<file path="src/rtl/idma_legalizer_burst_pkg.sv">
// Shared types and helpers for the burst legalizer (word-based OBI/TXRX backends).
package idma_legalizer_burst_pkg;

  localparam int unsigned MaxOffW = 8;

  typedef logic [7:0]         beats_t;
  typedef logic [MaxOffW-1:0] offset_t;

  typedef struct packed {
    logic decouple;
    logic super_last;
  } opt_t;

  // Number of bus words touched by nbytes (counted from a word boundary), minus one.
  function automatic beats_t beats_from_bytes(input logic [63:0] nbytes, input int unsigned off_w);
    logic [63:0] words;
    if (nbytes == '0) return '0;
    words = (nbytes + ((64'd1 << off_w) - 64'd1)) >> off_w;
    return beats_t'(words - 64'd1);
  endfunction

endpackage

</file>
<file path="src/rtl/idma_legalizer_burst_chunker.sv">
// Combinational burst sizing: page-, burst- and cap-limited chunk for one machine.
module idma_legalizer_burst_chunker
  import idma_legalizer_burst_pkg::*;
#(
  parameter  int unsigned LenWidth  = 32,
  parameter  int unsigned StrbWidth = 4,
  parameter  int unsigned MaxBeats  = 4,
  parameter  int unsigned PageSize  = 64,
  localparam int unsigned PgW       = $clog2(PageSize),
  localparam int unsigned OffW      = $clog2(StrbWidth),
  localparam int unsigned LW1       = LenWidth + 1
) (
  input  logic [PgW-1:0]      page_off,
  input  logic [LenWidth-1:0] len,
  input  logic [LW1-1:0]      cap,
  output logic [LW1-1:0]      poss,
  output logic [LW1-1:0]      bytes,
  output beats_t              num_beats,
  output logic [OffW-1:0]     offset,
  output logic [OffW-1:0]     tailer
);

  logic [LW1-1:0] poss_page, poss_burst, end_b;

  always_comb begin
    offset     = page_off[OffW-1:0];
    poss_page  = LW1'(PageSize) - LW1'(page_off);
    poss_burst = LW1'(MaxBeats * StrbWidth) - LW1'(offset);
    poss       = (poss_page < poss_burst) ? poss_page : poss_burst;
    bytes      = LW1'(len);
    if (poss < bytes) bytes = poss;
    // cap carries the partner machine's limit in coupled mode, all-ones otherwise
    if (cap < bytes) bytes = cap;
    end_b      = LW1'(offset) + bytes;
    tailer     = end_b[OffW-1:0];
    num_beats  = beats_from_bytes(64'(end_b), OffW);
  end

endmodule

</file>
<file path="src/rtl/idma_legalizer_burst_obi_txrx.sv">
// Burst legalizer: splits 1D transfers into page-safe read/write bursts of up to MaxBeats words.
module idma_legalizer_burst_obi_txrx
  import idma_legalizer_burst_pkg::*;
#(
  parameter  int unsigned DataWidth       = 32,
  parameter  int unsigned AddrWidth       = 32,
  parameter  int unsigned LenWidth        = 32,
  parameter  int unsigned MaxBeats        = 4,
  parameter  int unsigned PageSize        = 64,
  parameter  bit          CombinedShifter = 1'b0,
  localparam int unsigned StrbWidth       = DataWidth / 8,
  localparam int unsigned OffW            = $clog2(StrbWidth)
) (
  input  logic                 clk_i,
  input  logic                 rst_ni,
  input  logic                 req_valid_i,
  output logic                 req_ready_o,
  input  logic [AddrWidth-1:0] req_src_addr_i,
  input  logic [AddrWidth-1:0] req_dst_addr_i,
  input  logic [LenWidth-1:0]  req_length_i,
  input  logic                 req_decouple_i,
  input  logic                 req_last_i,
  output logic                 r_valid_o,
  input  logic                 r_ready_i,
  output logic [AddrWidth-1:0] r_addr_o,
  output logic [7:0]           r_num_beats_o,
  output logic [OffW-1:0]      r_offset_o,
  output logic [OffW-1:0]      r_tailer_o,
  output logic [OffW-1:0]      r_shift_o,
  output logic                 r_is_single_o,
  output logic                 w_valid_o,
  input  logic                 w_ready_i,
  output logic [AddrWidth-1:0] w_addr_o,
  output logic [7:0]           w_num_beats_o,
  output logic [OffW-1:0]      w_offset_o,
  output logic [OffW-1:0]      w_tailer_o,
  output logic [OffW-1:0]      w_shift_o,
  output logic                 w_is_single_o,
  output logic                 w_last_o,
  output logic                 w_super_last_o,
  input  logic                 flush_i,
  input  logic                 kill_i,
  output logic                 r_busy_o,
  output logic                 w_busy_o
);

  localparam int unsigned PgW = $clog2(PageSize);
  localparam int unsigned LW1 = LenWidth + 1;
  localparam int unsigned AW1 = AddrWidth + 1;

  logic [AddrWidth-1:0] r_addr_q, w_addr_q, r_addr_nxt, w_addr_nxt;
  logic [LenWidth-1:0]  r_len_q, w_len_q;
  logic                 r_active_q, w_active_q, r_wrap, w_wrap;
  opt_t                 opt_q;
  logic [OffW-1:0]      r_shift_q, w_shift_q, src_lo, dst_lo;

  logic [LW1-1:0] r_poss, w_poss, r_cap, w_cap, r_bytes, w_bytes;
  beats_t         r_beats, w_beats;
  logic           pair_valid, r_fire, w_fire, r_final, w_final, accept;

  assign r_cap = opt_q.decouple ? '1 : w_poss;
  assign w_cap = opt_q.decouple ? '1 : r_poss;

  idma_legalizer_burst_chunker #(
    .LenWidth(LenWidth), .StrbWidth(StrbWidth), .MaxBeats(MaxBeats), .PageSize(PageSize)
  ) u_r_chunk (
    .page_off(r_addr_q[PgW-1:0]), .len(r_len_q), .cap(r_cap), .poss(r_poss), .bytes(r_bytes),
    .num_beats(r_beats), .offset(r_offset_o), .tailer(r_tailer_o)
  );

  idma_legalizer_burst_chunker #(
    .LenWidth(LenWidth), .StrbWidth(StrbWidth), .MaxBeats(MaxBeats), .PageSize(PageSize)
  ) u_w_chunk (
    .page_off(w_addr_q[PgW-1:0]), .len(w_len_q), .cap(w_cap), .poss(w_poss), .bytes(w_bytes),
    .num_beats(w_beats), .offset(w_offset_o), .tailer(w_tailer_o)
  );

  // Coupled machines share one handshake: neither moves unless both sides are ready.
  assign pair_valid = r_active_q & w_active_q & ~flush_i;
  assign r_valid_o  = opt_q.decouple ? (r_active_q & ~flush_i) : pair_valid;
  assign w_valid_o  = opt_q.decouple ? (w_active_q & ~flush_i) : pair_valid;
  assign r_fire     = opt_q.decouple ? (r_valid_o & r_ready_i) : (pair_valid & r_ready_i & w_ready_i);
  assign w_fire     = opt_q.decouple ? (w_valid_o & w_ready_i) : (pair_valid & r_ready_i & w_ready_i);
  assign r_final    = r_fire & (LW1'(r_len_q) == r_bytes);
  assign w_final    = w_fire & (LW1'(w_len_q) == w_bytes);

  assign req_ready_o = (~r_active_q | r_final) & (~w_active_q | w_final) & ~flush_i & ~kill_i;
  assign accept      = req_valid_i & req_ready_o;

  assign {r_wrap, r_addr_nxt} = {1'b0, r_addr_q} + AW1'(r_bytes);
  assign {w_wrap, w_addr_nxt} = {1'b0, w_addr_q} + AW1'(w_bytes);

  assign src_lo = req_src_addr_i[OffW-1:0];
  assign dst_lo = req_dst_addr_i[OffW-1:0];

  always_ff @(posedge clk_i or negedge rst_ni) begin
    if (!rst_ni) begin
      r_addr_q   <= '0;
      w_addr_q   <= '0;
      r_len_q    <= '0;
      w_len_q    <= '0;
      r_active_q <= 1'b0;
      w_active_q <= 1'b0;
      opt_q      <= '0;
      r_shift_q  <= '0;
      w_shift_q  <= '0;
    end else if (kill_i) begin
      r_active_q <= 1'b0;
      w_active_q <= 1'b0;
    end else if (accept) begin
      r_addr_q   <= req_src_addr_i;
      w_addr_q   <= req_dst_addr_i;
      r_len_q    <= req_length_i;
      w_len_q    <= req_length_i;
      r_active_q <= (req_length_i != '0);
      w_active_q <= (req_length_i != '0);
      opt_q      <= '{decouple: req_decouple_i, super_last: req_last_i};
      r_shift_q  <= CombinedShifter ? (src_lo - dst_lo) : src_lo;
      w_shift_q  <= CombinedShifter ? '0 : ('0 - dst_lo);
    end else begin
      if (r_fire) begin
        r_addr_q <= r_addr_nxt;
        r_len_q  <= r_len_q - LenWidth'(r_bytes);
        if (r_final) r_active_q <= 1'b0;
      end
      if (w_fire) begin
        w_addr_q <= w_addr_nxt;
        w_len_q  <= w_len_q - LenWidth'(w_bytes);
        if (w_final) w_active_q <= 1'b0;
      end
    end
  end

  assert property (@(posedge clk_i) disable iff (!rst_ni)
    !((r_fire & ~r_final & r_wrap) | (w_fire & ~w_final & w_wrap)));

  assign r_addr_o       = r_addr_q & ~AddrWidth'(StrbWidth - 1);
  assign w_addr_o       = w_addr_q & ~AddrWidth'(StrbWidth - 1);
  assign r_num_beats_o  = r_beats;
  assign w_num_beats_o  = w_beats;
  assign r_is_single_o  = r_active_q & (r_beats == '0);
  assign w_is_single_o  = w_active_q & (w_beats == '0);
  assign r_shift_o      = r_shift_q;
  assign w_shift_o      = w_shift_q;
  assign w_last_o       = w_active_q & (LW1'(w_len_q) == w_bytes);
  assign w_super_last_o = opt_q.super_last;
  assign r_busy_o       = r_active_q;
  assign w_busy_o       = w_active_q;

endmodule

</file>
<file path="config.mk">
export PLATFORM = sky130hd
export DESIGN_NAME = idma_legalizer_burst_obi_txrx
export DESIGN_NICKNAME = d
export VERILOG_FILES = /design/src/rtl/idma_legalizer_burst_pkg.sv /design/src/rtl/idma_legalizer_burst_chunker.sv /design/src/rtl/idma_legalizer_burst_obi_txrx.sv
export SDC_FILE = /design/constraint.sdc
export NUM_CORES = 1
export LEC_CHECK = 0
export BUFFER_PORTS_ARGS = -buffer_cell sky130_fd_sc_hd__buf_4
export CAP_MARGIN = 10
export CORE_MARGIN = 1.5
export CORE_UTILIZATION = 40
export DETAILED_ROUTE_END_ITERATION = 10
export GPL_ROUTABILITY_DRIVEN = 0
export PLACE_DENSITY = 0.58
export REMOVE_ABC_BUFFERS = 1
export SLEW_MARGIN = 20
export SYNTH_ARGS = -nofsm -noshare
export SYNTH_HDL_FRONTEND = slang
export SYNTH_SLANG_ARGS = --single-unit
</file>
<file path="constraint.sdc">
create_clock -name clk_i -period 23.5 [get_ports clk_i]
set_input_delay 2.35 -clock clk_i [delete_from_list [all_inputs] [get_ports clk_i]]
set_output_delay 2.35 -clock clk_i [all_outputs]
set_load 0.02 [all_outputs]
</file>
==> impl_metrics.ini <==
[outcome]
status = complete, no violations

[synth]
synth.cell_area_um2 = 15640
yosys-top-cells-count = nand2_1 (229), a21oi_1 (224), ha_1 (202)
yosysTopAreaCellShare = 0.2176
yosys_warnings = 0
synth_edf_count = 0
ys_seq_area_frac = 0.2176
synth.most_common_cell = nand2_1
ys_async_sr_fraction = 1.000
syn_area_per_cell_um2 = 7.576
syn_inst = 2064
synth_top_area_cell = dfrtp_1
synthFlopType = dfrtp_1
synth_area_leaders = dfrtp_1 (22%), ha_1 (16%), a21oi_1 (7.2%)
synth_cell_types = 90
ys_ff_latch = 136

[route]
drtAntennaViolNets = 0
initialDrtViolationCount = 957
drt_wl_total_um = 50300
wl_per_cell_um = 17.40
via_per_inst = 5.540
drc = 0
num_vias = 16020
firstDrtPassIters = 5

[power_and_ir_drop]
power_density_nw_per_um2 = 180.6
p_sw_uw = 1781
internal_power_uw = 1599
p_leak_uw = 0.008938
p_comb_frac = 0.778
seqPwrFrac = 0.139
swShare = 0.5270
peakVddDrop_mv = 0.1579
power.total_uw = 3380
pwr-share-clk = 0.083

[clocking]
clockRootBuffer = clkbuf_16
insertion_delay_ns = 0.45
post_cts_buffers = 0
cts_buffer_depth = 2
cts.repair.resized = 0
cts_tree = done
cts_max_level = 4
cts_buffers = 17
holdBufCountCts = 0
path_clk_slew_ns = 0.06
cts_sinks = 136

[placement]
dpl.hpwl_um = 38680
numPortBuffers = 199

[floorplan]
io_pins = 206
fp-row-count = 72
die_area_um2 = 40290
die_w_um = 200.7
initial_core_util = 0.4046
die_y_um = 200.7
core_area_um2 = 38650

[setup_path]
r2r-start = w_addr_q[0]
crit_slowest_cell = mux2i_1
path_common_cell = ha_1
end_kind = output pin
critPathArrivalTime_ns = 10.27
required_ns = 21.15
crit_family = compound AO/OA/AOI/OAI gates
critPathBufInv = 5
path_max_fanout = 11
cpPeakStageDelay_ns = 0.75
worstSetupPathType = flop to output pin
worstSetupStartpoint = w_addr_q[0]
start_kind = flop

[hold_path]
hold_start = w_shift_o[0]
hold_class = flop to flop

[timing]
maxSlewHeadroom = 0.1928
period_share = 0.5369
setup_viol = 0
finalClockSkew_ns = 0.01048
rsz0062_at_grt = false
fmax_ghz = 0.07926
setup_tns_ns = 0
tightest_slew_ns = 1.180
layout_min_cycle_time_ns = 12.62
finalHoldViolations = 0
drv_slew = 0

[global_routing]
antenna_found_initial = 1
grt_pass1_wl_um = 80630
overflow = 0
grt_pass1_vias = 15330
grt_max_degree = 93
grt_use_total = 0.2486

[job]
drv_cap = 0

[final_layout]
fin_util = 0.4841
drive_gt1_frac = 0.1222
area_growth_pct = 19.65
nets = 2671
antenna_cells = 0
cells in the final DEF, fill, tap and decap left out, types with 7 or more instances in the layout:
cell type / Yosys / routed
inv_1: 74 / 74
nand2_1: 229 / 228
o31ai_1: 18 / 18
or2_2: 12 / 12
nor4_1: 33 / 33
nor3_1: 44 / 44
and3_1: 30 / 30
a211oi_1: 31 / 31
xor2_1: 40 / 40
nor2b_1: 21 / 21
buf_4: 6 / 209
o211ai_1: 21 / 21
a21oi_1: 224 / 222
and4_1: 7 / 7
a211o_1: 8 / 8
nand3_1: 42 / 42
nand2b_1: 38 / 38
and2_1: 10 / 9
or3_1: 17 / 17
o21ai_0: 157 / 157
a21o_1: 65 / 63
xnor2_1: 70 / 70
nor2_1: 201 / 201
o21bai_1: 12 / 12
dfrtp_1: 136 / 135
o22ai_1: 12 / 12
nand4_1: 31 / 31
mux2i_1: 8 / 8
a2111oi_0: 8 / 8
a31oi_1: 43 / 43
ha_1: 202 / 202
clkbuf_16: 0 / 17
conb_1: 2 / 150
o21a_1: 24 / 24
layer usage:
| layer | global-route usage | up-vias | wire, µm |
|---|---|---|---|
| met3 | 0.04870 | 59 | 2782 |
| li1 | - | 8043 | - |
| met1 | 0.3219 | 7486 | 23070 |
| met4 | 0.06767 | 2 | 943 |
| met5 | 0 | - | 17 |
| met2 | 0.4209 | 425 | 23480 |
final timing paths:
| check | to | slack, ns | cells past startpoint |
|---|---|---|---|
| min in group asynchronous | w_len_q[19] | 1.98 | 1 |
| max | w_is_single_o | 10.88 | 39 |
| max reg2reg | r_addr_q[31] | 12.35 | 36 |
| min | w_shift_o[0] | 0.48 | 2 |
| min reg2reg | w_shift_o[0] | 0.48 | 2 |
| max in group asynchronous | w_len_q[8] | 20.17 | 2 |
registers in the layout, summed over array words and instances (netlist names):
register	count
w_addr_q	32
w_busy_o	1
r_shift_o	2
r_len_q	32
opt_q	1
r_addr_q	32
w_len_q	32
w_super_last_o	1
r_busy_o	1
w_shift_o	2
cell type report:
type,instances,area [µm²]
fill,3862,19940
multi-input combinational,1917,12200
sequential,136,3405
timing repair buffer,210,1580
tap,518,648.1
clock buffer,18,439.2
inverter,78,292.8
clock inverter,14,150.1
stage by stage:
stage	instances	hold WS, ns	instance area [µm²]	worst slack (ns)
2_1_floorplan	2131	0.4781	15860	12.02
3_3_place_gp	2859	0.4665	18120	11.85
3_5_place_dp	2859	0.4727	18120	11.48
4_1_cts	2891	0.4895	18710	10.99
5_1_grt	2891	0.5233	18710	9.976
6_report	2891	0.4831	18710	10.88
power by group through the flow:
stage | logic, µW | clock network [µW] | registers (µW)
floorplan | 1850 | 0 | 503
global placement | 2550 | 0 | 470
detailed placement | 2580 | 0 | 471
CTS | 2600 | 289 | 469
global route | 2930 | 298 | 486
finish | 2630 | 279 | 470
worst reg2reg max path, delay by kind of cell (launching register included):
| family | cells | cell delay [ns] |
|---|---|---|
| xor+xnor | 1 | 0.28 |
| buf+inv | 4 | 1.14 |
| compound gates | 16 | 3.24 |
| simple gates | 9 | 3.59 |
| fa+ha+maj | 5 | 1.48 |
| flops | 1 | 0.53 |
| mux | 1 | 0.75 |
kinds of logic (layout without fill, tap and decap cells):
| kind of cell | count (synthesis) | in the layout | synth area share |
|---|---|---|---|
| AOI/OAI and AO/OA | 688 | 688 | 0.2730 |
| buffers and inverters | 159 | 320 | 0.04025 |
| xor gates and xnor gates | 110 | 110 | 0.06161 |
| and+or+nand+nor | 750 | 750 | 0.2306 |
| muxes | 13 | 13 | 0.009681 |
| other | 2 | 150 | 0.0004803 |
| adders and majority gates | 206 | 206 | 0.1667 |
| DFF | 136 | 136 | 0.2176 |
No activity file was read; power rests on OpenSTA's default activity.
